$ cat config.mk
export PLATFORM = sky130hd
export DESIGN_NAME = uart_rx_fifo
export DESIGN_NICKNAME = d
export VERILOG_FILES = /design/src/rtl/uart_rx_fifo.sv
export SDC_FILE = /design/constraint.sdc
export NUM_CORES = 1
export LEC_CHECK = 0
export BUFFER_PORTS_ARGS = -buffer_cell sky130_fd_sc_hd__buf_2
export CAP_MARGIN = 20
export CORE_MARGIN = 2
export CORE_UTILIZATION = 56
export DETAILED_ROUTE_END_ITERATION = 7
export PLACE_DENSITY = 0.76
export SLEW_MARGIN = 40
export SYNTH_ARGS = -nofsm -noshare
export SYNTH_HDL_FRONTEND = slang
export SYNTH_SLANG_ARGS = --single-unit
$ cat constraint.sdc
create_clock -name CLK -period 2.96 [get_ports CLK]
set_clock_uncertainty 0.1 [all_clocks]
set_input_delay 0.444 -clock CLK [delete_from_list [all_inputs] [get_ports CLK]]
set_output_delay 0.444 -clock CLK [all_outputs]
set_load 0.02 [all_outputs]
$ cat src/rtl/uart_rx_fifo.sv
// 8N1 serial receiver (LSB first) with start/stop validation feeding a
// first-word-fall-through receive FIFO that is popped one byte at a time.
module uart_rx_fifo #(
  parameter int CLOCK_FREQ = 10000000,
  parameter int BAUD_RATE  = 115200,
  parameter int FIFO_DEPTH = 16,
  localparam int AW = $clog2(FIFO_DEPTH)
) (
  input  logic          CLK,
  input  logic          RST,
  input  logic          RX,
  input  logic          rd_en,
  input  logic          clear_errors,
  output logic [7:0]    data_out,
  output logic          rx_valid,
  output logic [AW:0]   fifo_count,
  output logic          overrun,
  output logic          framing_error
);

  // state      | meaning
  // WAIT_IDLE  | line must return high before any frame may start
  // IDLE       | line idle, waiting for a falling edge
  // START      | timing to mid start bit to reject glitches
  // DATA       | sampling 8 data bits, one per bit period
  // STOP       | sampling the stop bit, then push or flag
  localparam int DIV = CLOCK_FREQ / BAUD_RATE;
  localparam int CW  = $clog2(DIV + 1);
  localparam logic [CW-1:0] HALF_TC = CW'(DIV / 2 - 1);
  localparam logic [CW-1:0] FULL_TC = CW'(DIV - 1);

  typedef enum logic [2:0] {WAIT_IDLE, IDLE, START, DATA, STOP} state_t;

  state_t          state;
  logic [CW-1:0]   cnt;
  logic [2:0]      bit_idx;
  logic [7:0]      shreg;
  logic            rx_m, rx_s;
  logic            tc, push, frame_bad;

  logic [AW:0]     wr_ptr, rd_ptr;
  logic [7:0]      mem [FIFO_DEPTH];
  logic            empty, full, pop, wr;

  always_ff @(posedge CLK or posedge RST) begin
    if (RST) begin
      rx_m <= 1'b1;
      rx_s <= 1'b1;
    end else begin
      rx_m <= RX;
      rx_s <= rx_m;
    end
  end

  always_comb begin
    tc        = (cnt == ((state == START) ? HALF_TC : FULL_TC));
    push      = (state == STOP) && tc && rx_s;
    frame_bad = (state == STOP) && tc && !rx_s;
  end

  always_ff @(posedge CLK or posedge RST) begin
    if (RST) begin
      state   <= WAIT_IDLE;
      cnt     <= '0;
      bit_idx <= '0;
      shreg   <= '0;
    end else begin
      case (state)
        WAIT_IDLE: if (rx_s) state <= IDLE;
        IDLE: begin
          if (!rx_s) begin
            cnt   <= '0;
            state <= START;
          end
        end
        START: begin
          if (tc) begin
            cnt     <= '0;
            bit_idx <= '0;
            state   <= rx_s ? IDLE : DATA;
          end else begin
            cnt <= cnt + CW'(1);
          end
        end
        DATA: begin
          if (tc) begin
            cnt     <= '0;
            shreg   <= {rx_s, shreg[7:1]};
            bit_idx <= bit_idx + 3'd1;
            if (bit_idx == 3'd7) state <= STOP;
          end else begin
            cnt <= cnt + CW'(1);
          end
        end
        STOP: begin
          if (tc) begin
            cnt   <= '0;
            state <= rx_s ? IDLE : WAIT_IDLE;
          end else begin
            cnt <= cnt + CW'(1);
          end
        end
        default: state <= WAIT_IDLE;
      endcase
    end
  end

  // A pop in the same cycle frees a slot, so a push into a full FIFO still lands.
  always_comb begin
    empty = (wr_ptr == rd_ptr);
    full  = (wr_ptr[AW] != rd_ptr[AW]) && (wr_ptr[AW-1:0] == rd_ptr[AW-1:0]);
    pop   = rd_en && !empty;
    wr    = push && (!full || pop);
  end

  always_ff @(posedge CLK or posedge RST) begin
    if (RST) begin
      wr_ptr        <= '0;
      rd_ptr        <= '0;
      overrun       <= 1'b0;
      framing_error <= 1'b0;
    end else begin
      if (wr)  wr_ptr <= wr_ptr + (AW+1)'(1);
      if (pop) rd_ptr <= rd_ptr + (AW+1)'(1);
      if (push && full && !pop) overrun <= 1'b1;
      else if (clear_errors)    overrun <= 1'b0;
      if (frame_bad)            framing_error <= 1'b1;
      else if (clear_errors)    framing_error <= 1'b0;
    end
  end

  always_ff @(posedge CLK) begin
    if (wr) mem[wr_ptr[AW-1:0]] <= shreg;
  end

  assign data_out   = empty ? 8'h00 : mem[rd_ptr[AW-1:0]];
  assign rx_valid   = !empty;
  assign fifo_count = wr_ptr - rd_ptr;

endmodule
# == Yosys cells after proc, flatten, opt, wreduce, memory -nomap -nowiden ==
# Memories as Yosys holds them, arrays and structs flattened.
# Index checks and enable logic that the tools add are counted.
# op_classes
n_reduce_logical,23
add_sub_neg,5
n_mux,22
eq_ne,15
# ops
operator,count
$mux W3,8
$mux W7,3
$pmux W3 S5,1
$pmux W7 S2,1
$ne A2 B2 Y1 const B,6
$add A5 B1 Y5 const B,2
$logic_and A1 B1 Y1,8
$mux W8,1
$reduce_bool A2 Y1,4
$add A7 B1 Y7 const B,1
$eq A7 B7 Y1,1
$eq A3 B2 Y1 const B,2
$eq A3 B3 Y1 const B,2
$mux W1,6
$pmux W3 S2,1
$reduce_and A6 Y1,1
$eq A5 B5 Y1,1
$sub A5 B5 Y5,1
$eq A4 B4 Y1,1
$logic_not A1 Y1,4
$reduce_and A2 Y1,2
$add A3 B1 Y3 const B,1
$eq A3 B1 Y1 const B,1
$logic_not A3 Y1,1
5 further kinds,5
# totals
reg_bits,35
word_cells,76
ram_bits,128
output_inout_bits,16
mem_count,1
input_bits,5
# mem_list
name,depth,width,read_ports,rd_ports_with_merged_regs,wr,line_no,source
mem,16,8,1,0,1,42,logic [7:0] mem [FIFO_DEPTH];

# == Logic depth before layout (Yosys ltp) ==
# Gate-level depths: netlist of run 1.
# depth
depth_word,8
depth_mapped,11
ltp_nobuf,7

# == Worst setup path before layout of run 1 ==
# No wires, ideal clock.
# synth_path
kind,reg-to-reg
from,reg rd_ptr[1]
to,mem mem[3][0] (enable)
period_less_slack_ps,3142
path_slack_ps,-182
n_path_buf,3
setup_time_ps,383
t_arrival_ps,2659
t_required_ps,2477
path_stages_with_launch,10
cell_sequence,dfrtp_1 -> buf_2 -> buf_1 -> buf_2 -> inv_1 -> ha_1 -> nand4_1 -> nor3_1 -> nand4b_1 -> nor3_1
# synth_via
elab_chain_len,7
elab_cells_between_ends,10
cone_classes,eq/ne: 2; mux: 2; reduce/logical: 6
# synth_rtl
item,line_no,source
"start, declared",41,"logic [AW:0] wr_ptr, rd_ptr;"
"start signal, assigned",124,if (pop) rd_ptr <= rd_ptr + (AW+1)'(1);
$eq A5 B5 Y1 / $eq A4 B4 Y1 (equally long branches),"110, 111",
$logic_not A1 Y1 / $logic_and A1 B1 Y1 (equally long branches),"112, 111",
$logic_and A1 B1 Y1 / $logic_not A1 Y1 (equally long branches),"112, 113",
$logic_or A1 B1 Y1 *,113,wr = push && (!full || pop);
$logic_and A1 B1 Y1 *,113,
$mux W1 *,133,if (wr) mem[wr_ptr[AW-1:0]] <= shreg;
$mux W1 (implied by the code) *,133,
"end, declared",42,
# Every way passes the cells marked *; elsewhere a longest branch is shown, timed or not.

# == Worst setup path after layout of run 1 ==
# layout_path
from,reg rd_ptr[1]
to,out data_out[1]
# layout_via
elab_chain_len,2
elab_cells_between_ends,3
cone_classes,eq/ne: 1; mux: 1; memory: 1
# layout_rtl
item,line_no,source
$mem_v2 Z16 W8 / $eq A5 B5 Y1 (equally long branches),-,
$mux W8 *,136,assign data_out = empty ? 8'h00 : mem[rd_ptr[AW-1:0]];
"end, declared",14,"output logic [7:0] data_out,"
# Marks and branches as above.

==> summary.txt, run 1 <==
Outcome
  – Status: finished, final reports clean

Timing
  – Max frequency: 0.352 GHz
  – Slew @ Worst Pin: 0.725 ns
  – # setup viols final: 0
  – RSZ-0062 raised after global routing: false
  – Final Cycle Share: 96.1%
  – Relative slew margins: 51.7%
  – Slew Viols, Final: 0
  – Final hold vios: 0
  – Crit path time final: 2.84 ns

Worst setup path
  – FF-to-FF path depth: 7
  – CP Cell Sequence: buf_4 -> mux4_2 -> mux2_2 -> o21ai_0 -> a21oi_1 -> buf_2
  – RR Endpoint: mem[1][6]$_DFFE_PP_
  – Critical path's slowest cell: mux4_2
  – CP peak stage delay: 0.53 ns
  – Worst r2r src: state[0]$_DFFE_PP0P_
  – Crit-path max FO: 7
  – Crit end category: output pin
  – Worst EP arrival: 2.30 ns
  – Setup Crit Path Kind: reg -> out
  – Worst Path Required: 2.42 ns
  – CP Launch Type: flip-flop
  – Critical path origin: rd_ptr[1]$_DFFE_PP0P_
  – CP delay by family, top: multiplexers
  – Levels on crit path: 6
  – Setup crit end: data_out[1]
  – FF-to-FF setup slack: 0.33 ns
  – Buffers & Inverters on Critical Path: 2

Cells and area
  – Nets: 471
  – Commonest non-fill, non-tap cell in the layout: edfxtp_1
  – # diodes: 0
  – Final Cell Area: 7940 sq um
  – Final Util: 66.4%
  – Layout cells sized above 1: 31.5%
  – Area grow syn2layout: 15.9%
  – Most frequent cells in the layout: edfxtp_1 (128), mux4_2 (32), dfrtp_1 (31)

Synth
  – Synth Flop Type: edfxtp_1
  – Syn nets: 417
  – #FFs+latches synth: 163
  – Post-synthesis compound-gate area fraction: 4.71%
  – Post-Synth XOR/XNOR Area: 1.53%
  – Main combinational cell family by area after synthesis: multiplexers
  – Async SR Flop Fraction: 21.5%
  – Mux cell area share after synthesis: 14.6%
  – Sequential area share after synthesis: 68.9%
  – Distinct cells, synth: 45
  – Gate Count Post-Synth: 399
  – Synth Area in Adders: 2.48%
  – Ys Warns: 0
  – Cell Area, Synth: 6850 sq um
  – Count of flip-flops with a built-in enable after synthesis: 128
  – Simple-Gate Fraction of Synth Area: 5.91%
  – Avg Synthesized Cell Area: 17.2 sq um

Die
  – Core box area: 12000 sq um
  – Die X: 115 um
  – Die area: 13100 sq um
  – Die Ht: 115 um
  – Rows: 40
  – Boundary pin count: 21
  – Initial Utilization: 57.3%

Place
  – Port Buffers: 20
  – HPWL after DPL: 8530 um
  – GPL Wtd Cong: 0.797
  – Post-placement cell area: 7300 sq um

Clocking
  – Maximum clock path buffer count: 2
  – CTS tree: yes
  – Root buf cell: clkbuf_16
  – H-tree level count: 4
  – Clock Sinks: 163
  – Worst-Skew Late Latency: 0.42 ns
  – Worst-path clk slew: 0.06 ns
  – CTS Buf Count: 17

Routing
  – DRT iter0 DRCs: 376
  – DRT antenna net count: 0
  – DR vias/cell: 6.02
  – Detailed Route WL: 13500 um
  – 1st-pass router iterations: 4
  – Post-DR wirelength/cell: 22.1 um
  – Routed via count: 3690
  – # DRC: 0

Pwr
  – VDD IR max: 0.570 mV
  – PD cells: 785 nW/um^2
  – Leakage power: 0.00328 uW
  – Total power: 6230 uW

Global route
  – Total gr overflow: 0
  – Vias in the first global route: 3808
  – Global Route Usage Sum: 22.9%
  – Antenna violations before repair: 0
  – Pin count of the biggest net entering global routing: 36
  – Global-route wire length before repair: 21500 um

Min path
  – Hold Crit Class: in -> async

Job
  – Max Cap Viol: 0
[metal layers]
metal / global-route usage [%] / up-vias / wire [um]
li1: - / 1666 / -
met1: 31.1 / 1880 / 5800
met2: 35.9 / 123 / 6720
met3: 5.29 / 21 / 726
met4: 10.0 / 0 / 303
met5: 0 / - / 0
[power by group]
group          switching [uW]  internal [uW]
sequential                121           2520
combinational             784            592
clock                     888           1330
[stage by stage]
step	cells	worst slack, ns	hold WS, ns	setup TNS (ns)
floorplan	399	-0.000222	0.245	-0.00178
global placement	577	0.384	0.247	0
detailed placement	577	0.305	0.253	0
CTS	613	0.0302	0.0136	0
global route	613	0.000254	0.0621	0
finish	613	0.116	0.0125	0
[cells by family (layout without fill, tap and decap cells)]
family / count (synthesis) / after routing
AO/OA/AOI/OAI: 52 / 52
XOR/XNOR: 12 / 12
adder cells (fa/ha/maj): 13 / 13
buffers and inverters: 31 / 98
flip-flops: 163 / 163
multiplexers: 58 / 58
AND/OR/NAND/NOR: 70 / 70
[layout make-up]
class,instances,area (sq um)
Multi-Input combinational cell,205,2020
Tap cell,147,184
Inverter,14,52.6
Timing Repair Buffer,52,359
Clock inverter,15,180
Fill cell,793,4020
Sequential cell,163,4730
Clock buffer,17,425
[worst reg2reg max path, cell delays in order (launching register included)]
cell and delay, ns:
dfrtp_1 0.48, or3b_4 0.48, nor4_4 0.31, nor3b_2 0.25, buf_4 0.17, nand2_1 0.16
nor3_2 0.17, buf_4 0.21
[synthesized netlist by cell type (all sizes together) (2+ instances only)]
master	number	area share (%)
a21boi	3	0.33
a21o	6	0.66
a21oi	13	0.95
a22o	3	0.38
and3	3	0.27
buf	10	0.69
clkbuf	7	0.38
dfrtp	33	12
dfstp	2	0.77
edfxtp	128	56
ha	12	2.2
inv	14	0.77
mux2	17	2.8
mux2i	9	1.3
mux4	32	11
nand2	16	0.88
nand2b	4	0.37
nand3	3	0.22
nand4	4	0.37
nand4b	2	0.26
nor2	18	0.99
nor3	7	0.80
nor3b	5	0.62
o21a	2	0.22
o21ai	19	1.4
o2bb2ai	2	0.26
xnor2	10	1.3
xor2	2	0.26
[how the worst min path moves through the flow]
stage	start	end	slack (ns)	cells past startpoint
5_1_grt	RST	state[1]$_DFFE_PP0P_	0.06	3
3_3_place_gp	rx_m$_DFF_PP1_	rx_s$_DFF_PP1_	0.25	0
2_1_floorplan	rx_m$_DFF_PP1_	rx_s$_DFF_PP1_	0.25	0
6_report	RST	overrun$_DFFE_PP0P_	0.01	3
4_1_cts	RST	state[1]$_DFFE_PP0P_	0.01	3
3_5_place_dp	rx_m$_DFF_PP1_	rx_s$_DFF_PP1_	0.25	0
[flip-flops by register name (all words and copies together), names as in the netlist]
name           cells
mem              128
shreg              8
overrun            1
framing_error      1
wr_ptr             5
state              3
cnt                7
rx_s               1
bit_idx            3
rx_m               1
rd_ptr             5
[repair_timing]
item | in CTS | in global routing
endpoints found under the setup margin | 8 | 7
resized for setup | 2 | 4
setup buffers | 3 | 0
endpoints found under the hold margin | 1 | 0
hold buffers | 1 | 0
(Power assumes the default switching activity.)
==> inputs of run 2 (changes only) <==
CELL_PAD_IN_SITES_DETAIL_PLACEMENT = 2   (was unset)
CELL_PAD_IN_SITES_GLOBAL_PLACEMENT = 2   (was unset)
CORE_UTILIZATION = 42   (was 56)
PLACE_DENSITY = unset   (was 0.76)
PLACE_DENSITY_LB_ADDON = 0.1   (was unset)
==> run 2 against run 1 <==
Net effect: power grew 3.0%; routed wire length up 29%; highest routed layer unchanged; utilization decreased by 16 points; non-clock buffer count fell by 2; clock power barely moved; critical endpoint is now data_out[0]; largest power group unchanged.
==> summary.txt, run 2 (same netlist as run 1, synthesis figures left out) <==
Timing
  – Slew Viols, Final: 0 (unchanged)
  – Max frequency: 0.349 GHz (was 0.352 GHz)
  – Final hold vios: 0 (unchanged)
  – # setup viols final: 0 (unchanged)
  – Relative slew margins: 46.6% (was 51.7%)
  – Final Cycle Share: 96.7% (was 96.1%)
  – Crit path time final: 2.86 ns (was 2.84 ns)
  – PnR worst setup slack: 0.0968 ns (was 0.116 ns)
  – Slew @ Worst Pin: 0.801 ns (was 0.725 ns)

Clocking
  – Root buf cell: clkbuf_16 (unchanged)
  – Worst-path clk slew: 0.06 ns (about the same)
  – CTS Buf Count: 17 (unchanged)
  – Maximum clock path buffer count: 2 (unchanged)
  – CTS tree: yes (unchanged)
  – H-tree level count: 4 (unchanged)
  – Worst-Skew Late Latency: 0.42 ns (about the same)
  – Clock Sinks: 163 (unchanged)

Place
  – Cell count after placement: 642 (was 577)
  – GPL Wtd Cong: 0.729 (was 0.797)
  – Setup WS pre-CTS: 0.0919 ns (was 0.305 ns)
  – Port Buffers: 20 (unchanged)
  – Post-placement cell area: 7350 sq um (was 7300 sq um)
  – HPWL after DPL: 11100 um (was 8530 um)

Cells and area
  – Area grow syn2layout: 17.8% (was 15.9%)
  – Commonest non-fill, non-tap cell in the layout: edfxtp_1 (unchanged)
  – Non-filler cells, final: 680 (was 613)
  – # diodes: 0 (unchanged)
  – Final Cell Area: 8080 sq um (was 7940 sq um)
  – Layout cells sized above 1: 31.9% (was 31.5%)
  – Register Area: 4720 sq um (was 4730 sq um)
  – Largest register FFs: 128 (unchanged)
  – Final Util: 50.7% (was 66.4%)
  – Most frequent cells in the layout: edfxtp_1 (128), mux4_2 (32), dfrtp_1 (31) (unchanged)
  – Nets: 469 (was 471)
  – Multi-input logic area: 2040 sq um (was 2020 sq um)
  – Filler Cells Inserted: 1472 (was 793)

Global route
  – Global Route Usage Sum: 21.3% (was 22.9%)
  – Antenna violations before repair: 0 (unchanged)
  – Total gr overflow: 0 (unchanged)
  – Global-route wire length before repair: 26700 um (was 21500 um)
  – Vias in the first global route: 4210 (was 3808)
  – Pin count of the biggest net entering global routing: 28 (was 36)

Pwr
  – VDD IR max: 0.474 mV (was 0.570 mV)
  – PD cells: 795 nW/um^2 (was 785 nW/um^2)
  – Leakage power: 0.00329 uW (was 0.00328 uW)

Outcome
  – Status: finished, final reports clean (unchanged)

Routing
  – Post-DR wirelength/cell: 25.6 um (was 22.1 um)
  – DR vias/cell: 5.56 (was 6.02)
  – DRT antenna net count: 0 (unchanged)
  – Routed via count: 3782 (was 3690)
  – 1st-pass router iterations: 4 (unchanged)
  – Detailed Route WL: 17400 um (was 13500 um)
  – DRT iter0 DRCs: 163 (was 376)
  – # DRC: 0 (unchanged)

Worst setup path
  – CP delay by family, top: multiplexers (unchanged)
  – FF-to-FF path depth: 4 (was 7)
  – CP Launch Type: flip-flop (unchanged)
  – Worst r2r src: state[2]$_DFFE_PP0P_ (was state[0]$_DFFE_PP0P_)
  – Crit-path max FO: 9 (was 7)
  – Worst Path Required: 2.42 ns (about the same)
  – RR Endpoint: mem[7][0]$_DFFE_PP_ (was mem[1][6]$_DFFE_PP_)
  – CP Cell Sequence: buf_12 -> buf_16 -> mux4_2 -> mux2_2 -> o21ai_1 -> a21oi_1 -> buf_2 (was buf_4 -> mux4_2 -> mux2_2 -> o21ai_0 -> a21oi_1 -> buf_2)
  – Crit end category: output pin (unchanged)
  – Critical path's slowest cell: mux4_2 (unchanged)
  – Worst EP arrival: 2.32 ns (was 2.30 ns)
  – CP peak stage delay: 0.51 ns (was 0.53 ns)
  – Setup Crit Path Kind: reg -> out (unchanged)
  – Buffers & Inverters on Critical Path: 3 (was 2)
  – FF-to-FF setup slack: 0.17 ns (was 0.33 ns)

Die
  – Boundary pin count: 21 (unchanged)
  – Core box area: 15900 sq um (was 12000 sq um)
  – Die X: 132 um (was 115 um)
  – Initial Utilization: 43.0% (was 57.3%)
  – Rows: 46 (was 40)
  – Die Ht: 132 um (was 115 um)
  – Die area: 17400 sq um (was 13100 sq um)

Min path
  – Hold Path Sink: rx_m$_DFF_PP1_
  – Hold path start: RX
  – Hold Crit Class: in -> reg (was in -> async)
  – Worst hold path depth: 1

Job
  – Max Cap Viol: 0 (unchanged)
-- run 2: worst register-to-register path, stage by stage, from the launching register on --
cell and delay (ns):
dfrtp_1 0.47, or3b_4 0.47, nor4_4 0.31, nand4b_1 0.46, nor2_2 0.61
-- run 2: per-layer routing --
layer	part of all wire, %	routed length, um	track usage [%]	vias up
met5	0	0	0	-
met4	1.3	235	6.76	0
met3	4.2	732	4.54	15
met2	50	8760	34.8	95
met1	44	7700	28.7	2008
li1	-	-	-	1664
-- run 2: final cells by class --
cell class | count | share of cell area (%)
Multi-Input combinational cell | 205 | 25.3
Inverter | 14 | 0.651
Timing Repair Buffer | 50 | 4.94
Clock inverter | 12 | 1.64
Tap cell | 216 | 3.35
Clock buffer | 20 | 5.66
Sequential cell | 163 | 58.5
-- run 2: through the flow --
stage / total power (uW) / hold WS [ns] / TNS, ns
2_1_floorplan: 3630 / 0.245 / -0.00178
3_3_place_gp: 4070 / 0.247 / 0
3_5_place_dp: 4110 / 0.255 / 0
4_1_cts: 6480 / 0.00663 / 0
5_1_grt: 6700 / 0.00333 / 0
6_report: 6420 / 0.0183 / 0
-- run 2: how the worst max path moves through the flow --
stage                     startpoint                    to   slack, ns  cells past startpoint
6_report       rd_ptr[1]$_DFFE_PP0P_           data_out[0]         0.1                      7
4_1_cts        rd_ptr[1]$_DFFE_PP0P_           data_out[1]        0.06                      6
2_1_floorplan  rd_ptr[1]$_DFFE_PP0P_   mem[4][0]$_DFFE_PP_     -0.0002                     10
3_5_place_dp    state[2]$_DFFE_PP0P_  mem[15][3]$_DFFE_PP_        0.09                      4
3_3_place_gp    state[2]$_DFFE_PP0P_  mem[15][5]$_DFFE_PP_        0.21                      4
5_1_grt        rd_ptr[1]$_DFFE_PP0P_           data_out[1]  -0.0000007                      6
-- run 2: report_power, final --
part	internal, uW	switching [uW]
clock	1290	911
combinational	699	913
sequential	2520	91.4
total	4510	1920
-- run 2: timing repair --
action | CTS | global route
endpoints found under the setup margin | 7 | 28
hold buffers | 0 | 0
resized for setup | 5 | 6
setup buffers | 4 | 0
gates cloned | 2 | 0
==> inputs of run 3 (changes only) <==
RECOVER_POWER = 25   (was unset)
==> run 3 against run 2 <==
Net effect: sequential cell count unchanged; via count is 1.2% lower; routed wire length shrank 0.18%; non-clock buffer count did not move; worst setup slack better by 0.0094 ns; cell area about the same; utilization about the same; die area stayed put; first-iteration DRC count fell by 8.6%; critical path type unchanged; critical endpoint unchanged.
==> summary.txt, run 3 (same netlist as run 1, synthesis figures left out) <==
Clocking
  – Root buf cell: clkbuf_16 (unchanged)
  – Clock Sinks: 163 (unchanged)
  – H-tree level count: 4 (unchanged)
  – Hold buffer count at CTS: 0 (unchanged)
  – Worst-path clk slew: 0.06 ns (about the same)
  – CTS tree: yes (unchanged)
  – Worst-Skew Late Latency: 0.42 ns (about the same)
  – CTS Buf Count: 17 (unchanged)
  – Maximum clock path buffer count: 2 (unchanged)

Cells and area
  – Largest register FFs: 128 (unchanged)
  – Register Area: 4720 sq um (about the same)
  – Nets: 469 (unchanged)
  – Commonest non-fill, non-tap cell in the layout: edfxtp_1 (unchanged)
  – Filler Cells Inserted: 1472 (unchanged)
  – Multi-input logic area: 2040 sq um (unchanged)
  – Most frequent cells in the layout: edfxtp_1 (128), mux4_2 (32), dfrtp_1 (32) (was edfxtp_1 (128), mux4_2 (32), dfrtp_1 (31))
  – Area grow syn2layout: 17.7% (was 17.8%)
  – # diodes: 0 (unchanged)
  – Final Cell Area: 8070 sq um (was 8080 sq um)
  – Layout cells sized above 1: 31.5% (was 31.9%)

Routing
  – Routed via count: 3735 (was 3782)
  – DRT antenna net count: 0 (unchanged)
  – Post-DR wirelength/cell: 25.6 um (about the same)
  – DRT iter0 DRCs: 149 (was 163)
  – DR vias/cell: 5.49 (was 5.56)
  – # DRC: 0 (unchanged)
  – Detailed Route WL: 17400 um (about the same)
  – 1st-pass router iterations: 4 (unchanged)

Place
  – Port Buffers: 20 (unchanged)
  – GPL Wtd Cong: 0.729 (unchanged)
  – Setup WS pre-CTS: 0.0919 ns (unchanged)
  – HPWL after DPL: 11100 um (unchanged)
  – Post-placement cell area: 7350 sq um (unchanged)

Worst setup path
  – Buffers & Inverters on Critical Path: 3 (unchanged)
  – Worst EP arrival: 2.31 ns (was 2.32 ns)
  – CP Launch Type: flip-flop (unchanged)
  – Crit-path max FO: 9 (unchanged)
  – CP Cell Sequence: buf_12 -> buf_16 -> mux4_2 -> mux2_2 -> o21ai_1 -> a21oi_1 -> buf_2 (unchanged)
  – CP delay by family, top: multiplexers (unchanged)
  – Setup Crit Path Kind: reg -> out (unchanged)
  – Worst Path Required: 2.42 ns (about the same)
  – Critical path's slowest cell: mux4_2 (unchanged)
  – Crit end category: output pin (unchanged)
  – CP peak stage delay: 0.51 ns (about the same)

Die
  – Die Ht: 132 um (unchanged)
  – Initial Utilization: 43.0% (unchanged)
  – Boundary pin count: 21 (unchanged)
  – Die X: 132 um (unchanged)
  – Core box area: 15900 sq um (unchanged)
  – Rows: 46 (unchanged)
  – Die area: 17400 sq um (unchanged)

Timing
  – Final Cycle Share: 96.4% (was 96.7%)
  – Relative slew margins: 29.4% (was 46.6%)
  – Max frequency: 0.350 GHz (was 0.349 GHz)
  – # setup viols final: 0 (unchanged)
  – PnR worst setup slack: 0.106 ns (was 0.0968 ns)
  – Slew Viols, Final: 0 (unchanged)
  – Crit path time final: 2.85 ns (was 2.86 ns)
  – Slew @ Worst Pin: 1.06 ns (was 0.801 ns)
  – Final hold vios: 0 (unchanged)

Pwr
  – VDD IR max: 0.474 mV (about the same)
  – PD cells: 795 nW/um^2 (about the same)
  – Leakage power: 0.00329 uW (about the same)

Global route
  – Vias in the first global route: 4210 (unchanged)
  – Global Route Usage Sum: 21.3% (unchanged)
  – Total gr overflow: 0 (unchanged)
  – Antenna violations before repair: 0 (unchanged)
  – Global-route wire length before repair: 26700 um (unchanged)
  – Pin count of the biggest net entering global routing: 28 (unchanged)

Min path
  – Hold Crit Class: in -> reg (unchanged)

Outcome
  – Status: finished, final reports clean (unchanged)

Job
  – Max Cap Viol: 0 (unchanged)
[run 3: cell count changes in the layout (fill, tap and decap cells not counted)]
| cell | before | now |
|---|---|---|
| dfrtp_1 | 31 | 32 |
| buf_4 | 25 | 24 |
| clkbuf_1 | 1 | 2 |
| dfrtp_2 | 2 | 1 |
[run 3: cell type report]
cell class,count,area share (%)
Multi-Input combinational cell,205,25.3
Clock buffer,20,5.66
Inverter,14,0.651
Tap cell,216,3.35
Clock inverter,12,1.64
Sequential cell,163,58.5
Timing Repair Buffer,50,4.90
[run 3: final timing paths]
path	end	startpoint	slack [ns]	depth (start not counted)
min in group asynchronous	rd_ptr[4]$_DFFE_PP0P_	RST	0.05	2
max in group asynchronous	bit_idx[0]$_DFFE_PP0P_	RST	1.30	3
worst min-delay path	rx_m$_DFF_PP1_	RX	0.03	1
worst max-delay path	data_out[0]	rd_ptr[1]$_DFFE_PP0P_	0.11	7
worst min register to register	rx_s$_DFF_PP1_	rx_m$_DFF_PP1_	0.26	0
worst max register to register	mem[7][0]$_DFFE_PP_	state[2]$_DFFE_PP0P_	0.18	4
[run 3: stage by stage]
step	hold slack [ns]	power, uW	instances	util (%)	setup TNS [ns]
after floorplan	0.245	3630	399	-	-0.00178
after global placement	0.247	4070	642	46.1	0
after detailed placement	0.255	4110	642	46.1	0
after CTS	0.00663	6480	680	50.5	0
after global routing	0.00333	6700	680	50.6	0
final	0.0268	6420	680	50.6	0
[run 3: routing by layer]
layer / vias to the layer above / share of wire (%) / GRT usage (%) / wire length [um]
li1: 1663 / - / - / -
met1: 1995 / 45 / 28.7 / 7900
met2: 64 / 50 / 34.8 / 8780
met3: 13 / 2.9 / 4.54 / 507
met4: 0 / 1.2 / 6.76 / 217
met5: - / 0 / 0 / 0
[run 3: repair_timing]
item	in CTS	in global routing
buffers inserted	4	0
pin swaps	0	0
gates cloned	2	0
resized for setup	5	6
setup endpoints to repair	7	28
[run 3: power breakdown]
part           switching, uW  total [uW]  internal, uW
Sequential              91.0        2610          2520
Clock                    908        2200          1290
Combinational            910        1610           699
Total                   1910        6420          4510
